--- src/rtl/puf_race_capture.sv ---
// puf_race_capture: arbiter-PUF launch sequencer with majority-voted response capture (optional PUF_TIE_RETRY_EN re-launches tied races)
module puf_race_capture #(
  parameter int RESP_BITS = 8,
  parameter int SAMPLES   = 5,
  parameter int TIMEOUT   = 15
) (
  input  logic                         clk,
  input  logic                         rst_n,
  input  logic                         start,
  input  logic                         race_q0,
  input  logic                         race_q1,
  output logic                         launch,
  output logic [$clog2(RESP_BITS)-1:0] bit_idx,
  output logic                         busy,
  output logic [RESP_BITS-1:0]         resp,
  output logic                         resp_valid,
  input  logic                         resp_ready,
  output logic                         timeout_err
);
  localparam int              IW    = $clog2(RESP_BITS);
  localparam logic [3:0]      SAMP  = 4'(SAMPLES);
  localparam logic [3:0]      HALF  = 4'(SAMPLES / 2);
  localparam logic [7:0]      TLAST = 8'(TIMEOUT - 1);
  localparam logic [IW-1:0]   BLAST = IW'(RESP_BITS - 1);

  typedef enum logic [2:0] {S_IDLE, S_LAUNCH, S_WAIT, S_RECOVER, S_NEXT, S_DONE} state_t;

  state_t               r_state, w_next;
  logic [IW-1:0]        r_bit;
  logic [3:0]           r_scnt, r_ones;
  logic [7:0]           r_wcnt;
  logic [RESP_BITS-1:0] r_resp;
  logic                 r_terr;
  logic                 w_hit, w_vote, w_wait_to, w_rec_to, w_vote_ev, w_retry, w_relaunch;

  assign w_hit     = race_q0 | race_q1;
  assign w_vote    = race_q1 & ~race_q0;
  assign w_wait_to = ~w_hit & (r_wcnt == TLAST);
  assign w_rec_to  = r_wcnt == TLAST;
  assign w_vote_ev = w_hit | w_wait_to;

`ifdef PUF_TIE_RETRY_EN
  logic       w_tie;
  logic [1:0] r_retry;
  logic       r_retry_pend;
  assign w_tie      = race_q0 & race_q1;
  assign w_retry    = w_tie & (r_retry != 2'd3);
  assign w_relaunch = r_retry_pend;
`else
  assign w_retry    = 1'b0;
  assign w_relaunch = 1'b0;
`endif

  assign launch      = r_state == S_LAUNCH;
  assign busy        = r_state != S_IDLE;
  assign resp_valid  = r_state == S_DONE;
  assign resp        = r_resp;
  assign timeout_err = r_terr;
  assign bit_idx     = r_bit;

  // State register; async reset aborts any response and kills launch at once
  always_ff @(posedge clk or negedge rst_n) begin
    if (!rst_n) r_state <= S_IDLE;
    else r_state <= w_next;
  end

  // Next-state decode
  always_comb begin
    w_next = r_state;
    case (r_state)
      S_IDLE:    w_next = start ? S_LAUNCH : S_IDLE;
      S_LAUNCH:  w_next = S_WAIT;
      S_WAIT:    w_next = w_vote_ev ? S_RECOVER : S_WAIT;
      S_RECOVER: w_next = (!w_hit || w_rec_to) ? (w_relaunch ? S_LAUNCH : S_NEXT) : S_RECOVER;
      S_NEXT:    w_next = (r_scnt < SAMP || r_bit != BLAST) ? S_LAUNCH : S_DONE;
      S_DONE:    w_next = resp_ready ? S_IDLE : S_DONE;
      default:   w_next = S_IDLE;
    endcase
  end

  // Sample voting, majority resolution and response assembly
  always_ff @(posedge clk or negedge rst_n) begin
    if (!rst_n) begin
      r_bit  <= '0;
      r_scnt <= '0;
      r_ones <= '0;
      r_wcnt <= '0;
      r_resp <= '0;
      r_terr <= 1'b0;
`ifdef PUF_TIE_RETRY_EN
      r_retry      <= '0;
      r_retry_pend <= 1'b0;
`endif
    end else begin
      case (r_state)
        S_IDLE: if (start) begin
          r_resp <= '0;
          r_terr <= 1'b0;
          r_bit  <= '0;
          r_scnt <= '0;
          r_ones <= '0;
        end
        S_LAUNCH: r_wcnt <= '0;
        S_WAIT: if (w_vote_ev) begin
          r_wcnt <= '0;
          if (w_wait_to) r_terr <= 1'b1;
          if (!w_retry) begin
            r_scnt <= r_scnt + 4'd1;
            r_ones <= r_ones + {3'b0, w_vote};
          end
`ifdef PUF_TIE_RETRY_EN
          r_retry_pend <= w_retry;
          r_retry      <= w_retry ? r_retry + 2'd1 : 2'd0;
`endif
        end else r_wcnt <= r_wcnt + 8'd1;
        S_RECOVER: if (w_hit) begin
          if (w_rec_to) r_terr <= 1'b1;
          else r_wcnt <= r_wcnt + 8'd1;
        end
        S_NEXT: if (r_scnt >= SAMP) begin
          r_resp[r_bit] <= r_ones > HALF;
          r_scnt <= '0;
          r_ones <= '0;
          if (r_bit != BLAST) r_bit <= r_bit + 1'b1;
        end
        default: ;
      endcase
    end
  end
endmodule

--- config.mk ---
export PLATFORM = sky130hd
export DESIGN_NAME = puf_race_capture
export DESIGN_NICKNAME = d
export VERILOG_FILES = /design/src/rtl/puf_race_capture.sv
export SDC_FILE = /design/constraint.sdc
export NUM_CORES = 1
export LEC_CHECK = 0
export CAP_MARGIN = 40
export CORE_MARGIN = 2
export CORE_UTILIZATION = 55
export DETAILED_ROUTE_END_ITERATION = 8
export HOLD_SLACK_MARGIN = 0.15
export PLACE_DENSITY = 0.79
export REMOVE_ABC_BUFFERS = 1
export SLEW_MARGIN = 15
export SYNTH_ARGS = -nofsm -noshare
export SYNTH_HDL_FRONTEND = slang
export SYNTH_SLANG_ARGS = --single-unit
export TNS_END_PERCENT = 100
--- constraint.sdc ---
create_clock -name clk -period 2.39 [get_ports clk]
set_clock_uncertainty 0.1 [all_clocks]
set_input_delay 0.239 -clock clk [delete_from_list [all_inputs] [get_ports clk]]
set_output_delay 0.239 -clock clk [all_outputs]
set_load 0.01 [all_outputs]
Word level (Yosys, flattened, before mapping)
Cells that the tools add are included.

Register bits: 31. Bits in latches: 0. Memory bits (writable): 0. Bits in read-only memories: 0. Memories kept: 0.

Add/subtract/negate cells: 4. Multipliers: 0. Divide/modulo/power cells: 0. Order comparisons: 5. Equal/unequal tests: 15. Shift operators: 0. Mux-type cells: 32. Bitwise operators: 6. Reduce and logical (&&, ||, !) cells: 15.

Operators by type and width (number): 8-bit 2-to-1 mux (5); 4-bit one-hot mux with 3 select lines (2); 8-bit one-hot mux with 3 select lines (1); 3-bit 2-to-1 mux (6); 3-bit one-hot mux with 6 select lines (1); 4-bit 2-to-1 mux (4); 2-bit != test, second input constant (8); 8-bit one-hot mux with 2 select lines (1); 3-bit nonzero test (4); 8-bit by 1-bit adder with 8-bit output, second input constant (1); 8-bit bitwise mux (1); 8-bit by 4-bit == test with 1-bit output, second input constant (1); 1-bit 2-to-1 mux (8); 4-bit AND reduction (2); 3-bit by 2-bit == test with 1-bit output, second input constant (2); 3-bit == test, second input constant (2); 3-bit one-hot mux with 2 select lines (1); 3-bit AND reduction (2); 6-bit AND reduction (1); 4-bit by 1-bit adder with 4-bit output (1); 4-bit by 1-bit adder with 4-bit output, second input constant (1); 4-bit by 3-bit greater-or-equal comparator with 1-bit output, second input constant (1); 4-bit by 2-bit > comparator with 1-bit output, second input constant (1); 3-bit by 4-bit < comparator with 1-bit output, second input constant (1); other kinds (15) (19).

Logic depth before layout (Yosys ltp)
Gate-level depths: netlist of the first run.

Word-level depth: 7. Gate-level depth with buffers: 8.

Least setup slack after synthesis of the first run
Ideal clock, no wire load.

Path type: reg2reg. Start: register r_scnt[0]. End: register r_bit[0], in the netlist bit_idx[0]. Arrival: 1.671 ns. Data required time: 2.165 ns. Slack: 0.495 ns. Cell stages (with the launch flop): 8. Buffers on the path: 0. Clock period less this slack: 1.895 ns. Cell sequence: dfrtp_1 -> inv_1 -> ha_1 -> nand2b_1 -> a21oi_1 -> a2111o_1 -> nand2b_1 -> mux2_2.

Word-level cells in the longest chain between the ends: 3.

Ends and longest elaborated chain: from (decl) (line 30) `logic [3:0] r_scnt, r_ones;`; from (signal assigned) (line 108) `r_scnt <= r_scnt + 4'd1;`; 4-bit by 3-bit greater-or-equal comparator with 1-bit output (line 120) `S_NEXT: if (r_scnt >= SAMP) begin`; 2-bit != test (no source line); 4-bit AND reduction (no source line); to (signal assigned) (line 124) `if (r_bit != BLAST) r_bit <= r_bit + 1'b1;`; to (decl) (line 29) `logic [IW-1:0] r_bit;`.

Every way passes these cells. A chain may end at the register's enable or synchronous reset.

Worst setup path in the final report of the first run
Start: register r_state[0]. End: output launch.

Word-level cells in the longest chain between the ends: 1.

Ends and longest elaborated chain: from (decl) (line 28) `state_t r_state, w_next;`; from (signal assigned) (line 64) `else r_state <= w_next;`; 3-bit by 1-bit == test with 1-bit output (line 54) `assign launch = r_state == S_LAUNCH;`; to (decl) (line 12) `output logic launch,`.

Every way passes these cells.

==> results.yml, run 1 <==
synthesis:
  syn_area_sq_mm: 0.00177
  ys_ff_latch: 31
  yosysWarnings: 0
  synth-edff-count: 0
  syn_area_per_cell_sq_um: 9.30
  synthCells: 190
  synth_top_flop_cell: "dfrtp_1"
  synth_cell_types: 44
  async_flop_share_pct: 100
  synth-seq-area-share_pct: 43.9
timing:
  final_max_slew_viol_count: 0
  post-route-period-util_pct: 91.1
  finalSetupViolations: 0
  relSlewSlack_pct: 53.1
  finalHoldViolations: 0
  fin_crit_ns: 2.18
  rsz0062_at_grt: "no"
  tns_ns: 0
  max_freq_mhz: 459
  tightest_slew_ns: 0.698
clock_network:
  cts_max_path_buffers: 2
  cts_buffers: 5
  hold_buffers: 0
  cts.sinks: 31
  htreeDepth: 2
  clkTransAtPathRegs_ns: 0.11
  cts_tree: "built"
  post_cts_resized: 0
  clk_latency_ns: 0.34
  root_buffer: "clkbuf_4"
  cts_setup_buffers: 0
die:
  chipHeight_microns: 60.7
  initial_core_util_pct: 57.9
  die-area_sq_mm: 0.00368
  num_rows: 20
  core_sq_mm: 0.00305
  io_pins: 21
  die-width_microns: 60.7
global_routing:
  grt_max_degree: 32
  antenna_found_initial: 0
  grt_usage_pct: 23.5
  grt_pass1_wl_mm: 6.43
  overflow: 0
  first_global_vias: 1521
worst_setup_path:
  crit_arrival_ns: 1.84
  cp.required_ns: 2.05
  critPathCaptureType: "output pin"
  worst-path-max-fanout: 11
  path_class: "register to output pin"
  cp-start-kind: "register"
place:
  placedCellCount: 250
  post_dp_cell_area_sq_mm: 0.00201
  place_congestion: 0.855
  hpwl_mm: 2.77
  port-buffer-count: 20
job:
  maxCapViolCount: 0
finish:
  fin_cells: 258
  multi_input_area_sq_um: 900
  final_nets: 228
  nFillCells: 264
  regArea_sq_um: 776
  drive_gt1_share_pct: 8.41
  diodes: 0
  synthToLayoutAreaGrowth_pct: 18.4
  mostFrequentLayoutCells: "31 x dfrtp_1, 23 x o21ai_0, 20 x clkdlybuf4s50_1"
  mostFrequentLayoutCell: "dfrtp_1"
  final_area_sq_mm: 0.00209
routing:
  vias: 1506
  detail_route.wl_per_cell_microns: 14.3
  wirelength_mm: 3.70
  top_layer_used: "met4"
  antenna_left: 0
  drc: 0
  first_pass_iters: 4
  wl_met3_microns: 223
  viasPerCell: 5.84
  drt_iter0_drc: 111
  wl_met1_mm: 1.56
  route.met2.wl_mm: 1.85
outcome:
  outcome: "complete, no violations"
pwr:
  p_per_area_mw_per_mm2: 903
  cellLeakagePower_nw: 0.935
  ir_drop_v: 0.000613
hold_path:
  hp-class: "primary input to async pin"
area by class of cell:
type | count | share of cell area (%)
Clock buffer | 6 | 2.45
Clock inverter | 2 | 1.67
Inverter | 14 | 2.51
Multi-Input combinational cell | 138 | 43.0
Sequential cell | 31 | 37.1
Tap cell | 44 | 2.63
Timing Repair Buffer | 23 | 10.6
stage by stage:
step	hold WS [ns]	power [mW]	util (%)	worst slack (ns)
after floorplan	-0.157	1.19	-	0.393
after global placement	0.388	1.42	65.7	0.324
after detailed placement	0.393	1.46	65.7	0.266
after CTS	0.183	1.90	68.5	0.180
after global routing	0.221	2.02	68.5	0.0265
final	0.179	1.89	68.5	0.213
kinds of logic after synthesis:
kind of cell	Yosys count	synth area share (%)
AOI/OAI and AO/OA	57	20.8
buffers and inverters	21	5.17
DFF	31	43.9
and+or+nand+nor	63	19.0
muxes	2	1.27
adders and majority gates	9	6.37
xor gates and xnor gates	7	3.47
power breakdown:
part           internal, mW  switching [mW]
clock network         0.247           0.186
registers             0.624           0.137
logic                 0.309           0.385
total                  1.18           0.708
per-layer routing:
layer  global-route usage [%]  vias to the layer above
met4                     10.9                        0
met2                     39.6                       55
met1                     28.4                      722
met5                        0                        -
met3                     5.54                        7
li1                         -                      722
Yosys cell counts, types with 3 or more instances:
| library cell | number | area (sq um) |
|---|---|---|
| xor2_1 | 5 | 43.8 |
| nor3_1 | 7 | 35.0 |
| o21ai_0 | 23 | 115 |
| inv_1 | 14 | 52.6 |
| and2_1 | 3 | 18.8 |
| nor2_1 | 16 | 60.1 |
| a21oi_1 | 4 | 20.0 |
| a22o_1 | 5 | 43.8 |
| nand2b_1 | 7 | 43.8 |
| nand3_1 | 6 | 30.0 |
| nand2_1 | 11 | 41.3 |
| ha_1 | 9 | 113 |
| o31ai_1 | 4 | 30.0 |
| a31oi_1 | 5 | 31.3 |
| dfrtp_1 | 31 | 776 |
| clkbuf_1 | 4 | 15.0 |
state kept, by name, indices dropped and copies added, names as in the netlist:
register / flops
r_state: 3
bit_idx: 3
resp: 8
r_wcnt: 8
timeout_err: 1
r_ones: 4
r_scnt: 4
critical path, stage by stage, from the launching register on:
cell and delay [ns]:
dfrtp_1 0.55, inv_1 0.14, nor3_1 0.23, clkdlybuf4s50_1 0.59
final timing paths:
path	slack, ns	end	startpoint	cells past startpoint
worst max-delay path	0.21	launch	r_state[0]	3
worst min-delay path	0.18	bit_idx[2]	rst_n	2
worst max register to register	0.24	bit_idx[0]	r_scnt[0]	7
worst min register to register	0.41	resp[6]	resp[6]	2
max in group asynchronous	1.72	r_scnt[0]	rst_n	2
min in group clk	0.41	resp[6]	resp[6]	2
Power figures use the tool's default switching activity.
==> run 2, diff against run 1 <==
- GPL_TIMING_DRIVEN: not set -> 0
==> run 2 against run 1 <==
Compared with the run above: largest cell class unchanged; highest routed layer unchanged; sequential cell count unchanged; sequential power about the same; via count down 1.0%; final area down 2.3%.
==> results.yml, run 2 (same netlist as run 1, synthesis figures left out) <==
global_routing:
  grt_usage_pct: 23.5
  grt_pass1_wl_mm: 6.31
  first_global_vias: 1453
  antenna_found_initial: 0
  grt_max_degree: 32
  overflow: 0
worst_setup_path:
  reg2reg_depth: 7
  cp-start-kind: "register"
  cp.depth: 7
  worst-path-max-fanout: 15
  reg2reg_slack_ns: 0.11
  path_class: "register to register"
  crit_slowest_cell: "a2111o_1"
  cp-endpoint: "bit_idx[0]"
  crit_arrival_ns: 2.40
  r2r_end: "bit_idx[0]"
  rr_startpoint: "r_scnt[0]"
  critPathMaxStageDelay_ns: 0.63
  crit_chain: "inv_1 -> ha_1 -> nand2b_1 -> a21oi_1 -> a2111o_1 -> nand2b_1 -> mux2_2"
  cpMostUsedCell: "nand2b_1"
  critPathCaptureType: "register"
  cp.buffers_inverters: 1
  crit_family: "compound AO/OA/AOI/OAI gates"
  startpoint: "r_scnt[0]"
  cp.required_ns: 2.52
clock_network:
  cts_max_path_buffers: 2
  htreeDepth: 2
  cts_setup_buffers: 0
  clkTransAtPathRegs_ns: 0.10
  cts_tree: "built"
  clk_latency_ns: 0.33
  root_buffer: "clkbuf_4"
  cts_buffers: 5
  cts.sinks: 31
outcome:
  outcome: "complete, no violations"
place:
  port-buffer-count: 20
  dpl_worst_slack_ns: 0.149
  place_congestion: 0.816
  hpwl_mm: 2.67
finish:
  nFillCells: 265
  final_nets: 226
  diodes: 0
  synthToLayoutAreaGrowth_pct: 15.7
  multi_input_area_sq_um: 900
  drive_gt1_share_pct: 7.11
  mostFrequentLayoutCell: "dfrtp_1"
  regArea_sq_um: 776
  mostFrequentLayoutCells: "31 x dfrtp_1, 23 x o21ai_0, 19 x clkdlybuf4s50_1"
routing:
  antenna_left: 0
  vias: 1491
  detail_route.wl_per_cell_microns: 14.5
  viasPerCell: 5.85
  drt_iter0_drc: 116
  first_pass_iters: 6
  drc: 0
  wirelength_mm: 3.71
job:
  maxCapViolCount: 0
die:
  num_rows: 20
  io_pins: 21
  die-width_microns: 60.7
  initial_core_util_pct: 57.9
  chipHeight_microns: 60.7
  core_sq_mm: 0.00305
  die-area_sq_mm: 0.00368
timing:
  tightest_slew_ns: 0.743
  tns_ns: 0
  post-route-period-util_pct: 95.3
  rsz0062_at_grt: "no"
  final_max_slew_viol_count: 0
  finalSetupViolations: 0
  finalHoldViolations: 0
  max_freq_mhz: 439
  final.setup.worst_slack_ns: 0.113
  relSlewSlack_pct: 50.1
  fin_crit_ns: 2.28
hold_path:
  hp-class: "primary input to async pin"
pwr:
  cellLeakagePower_nw: 0.911
  ir_drop_v: 0.000521
  p_per_area_mw_per_mm2: 853
[run 2: cell count changes in the layout (fill, tap and decap cells not counted), sizes merged]
cell           change
buf                -2
bufinv             -1
clkdlybuf4s50      -1
dlygate4sd3        +1
[run 2: final cells by class]
class                   count  area share [%]
multi-input cells         138            44.0
flip-flops and latches     31            37.9
repair buffers             21            10.0
well taps                  44            2.69
inverters                  14            2.57
clock buffers               6            2.51
clock inverters             1           0.245
[run 2: power breakdown]
| group | switching (mW) | leakage (nW) | internal, mW |
|---|---|---|---|
| combinational | 0.382 | 0.458 | 0.285 |
| sequential | 0.135 | 0.419 | 0.624 |
| clock | 0.182 | 0.0341 | 0.136 |
[run 2: layer usage]
| metal | global-route usage, % | vias to the layer above | share of wire, % |
|---|---|---|---|
| met5 | 0 | - | 0 |
| met3 | 7.04 | 6 | 5.6 |
| met4 | 9.01 | 0 | 1.4 |
| met1 | 28.9 | 717 | 43 |
| li1 | - | 721 | - |
| met2 | 38.9 | 47 | 50 |
[run 2: stage by stage]
stage	std cells	power (mW)	utilization, %	cell area, sq um	hold slack (ns)
2_1_floorplan	183	1.19	-	1730	-0.157
3_3_place_gp	247	1.39	65.0	1980	0.389
3_5_place_dp	247	1.43	64.8	1980	0.228
4_1_cts	255	1.75	67.0	2040	0.405
5_1_grt	255	1.88	67.0	2040	0.431
6_report	255	1.74	67.0	2040	0.377
[run 2: worst min path at each step]
| stage | startpoint | end | slack, ns | cells after the start |
|---|---|---|---|---|
| after global placement | resp[5] | resp[5] | 0.39 | 2 |
| after global routing | rst_n | r_scnt[3] | 0.43 | 2 |
| after floorplan | rst_n | bit_idx[0] | -0.16 | 0 |
| after CTS | rst_n | r_state[1] | 0.41 | 2 |
| after detailed placement | rst_n | r_ones[3] | 0.23 | 1 |
| final | rst_n | r_ones[3] | 0.38 | 2 |
[run 2: timing repair]
action / in CTS / in global routing
hold buffers: 1 / 0
setup endpoints to repair: 0 / 0
endpoints found under the hold margin: 31 / 0
gates resized for setup: 0 / 0
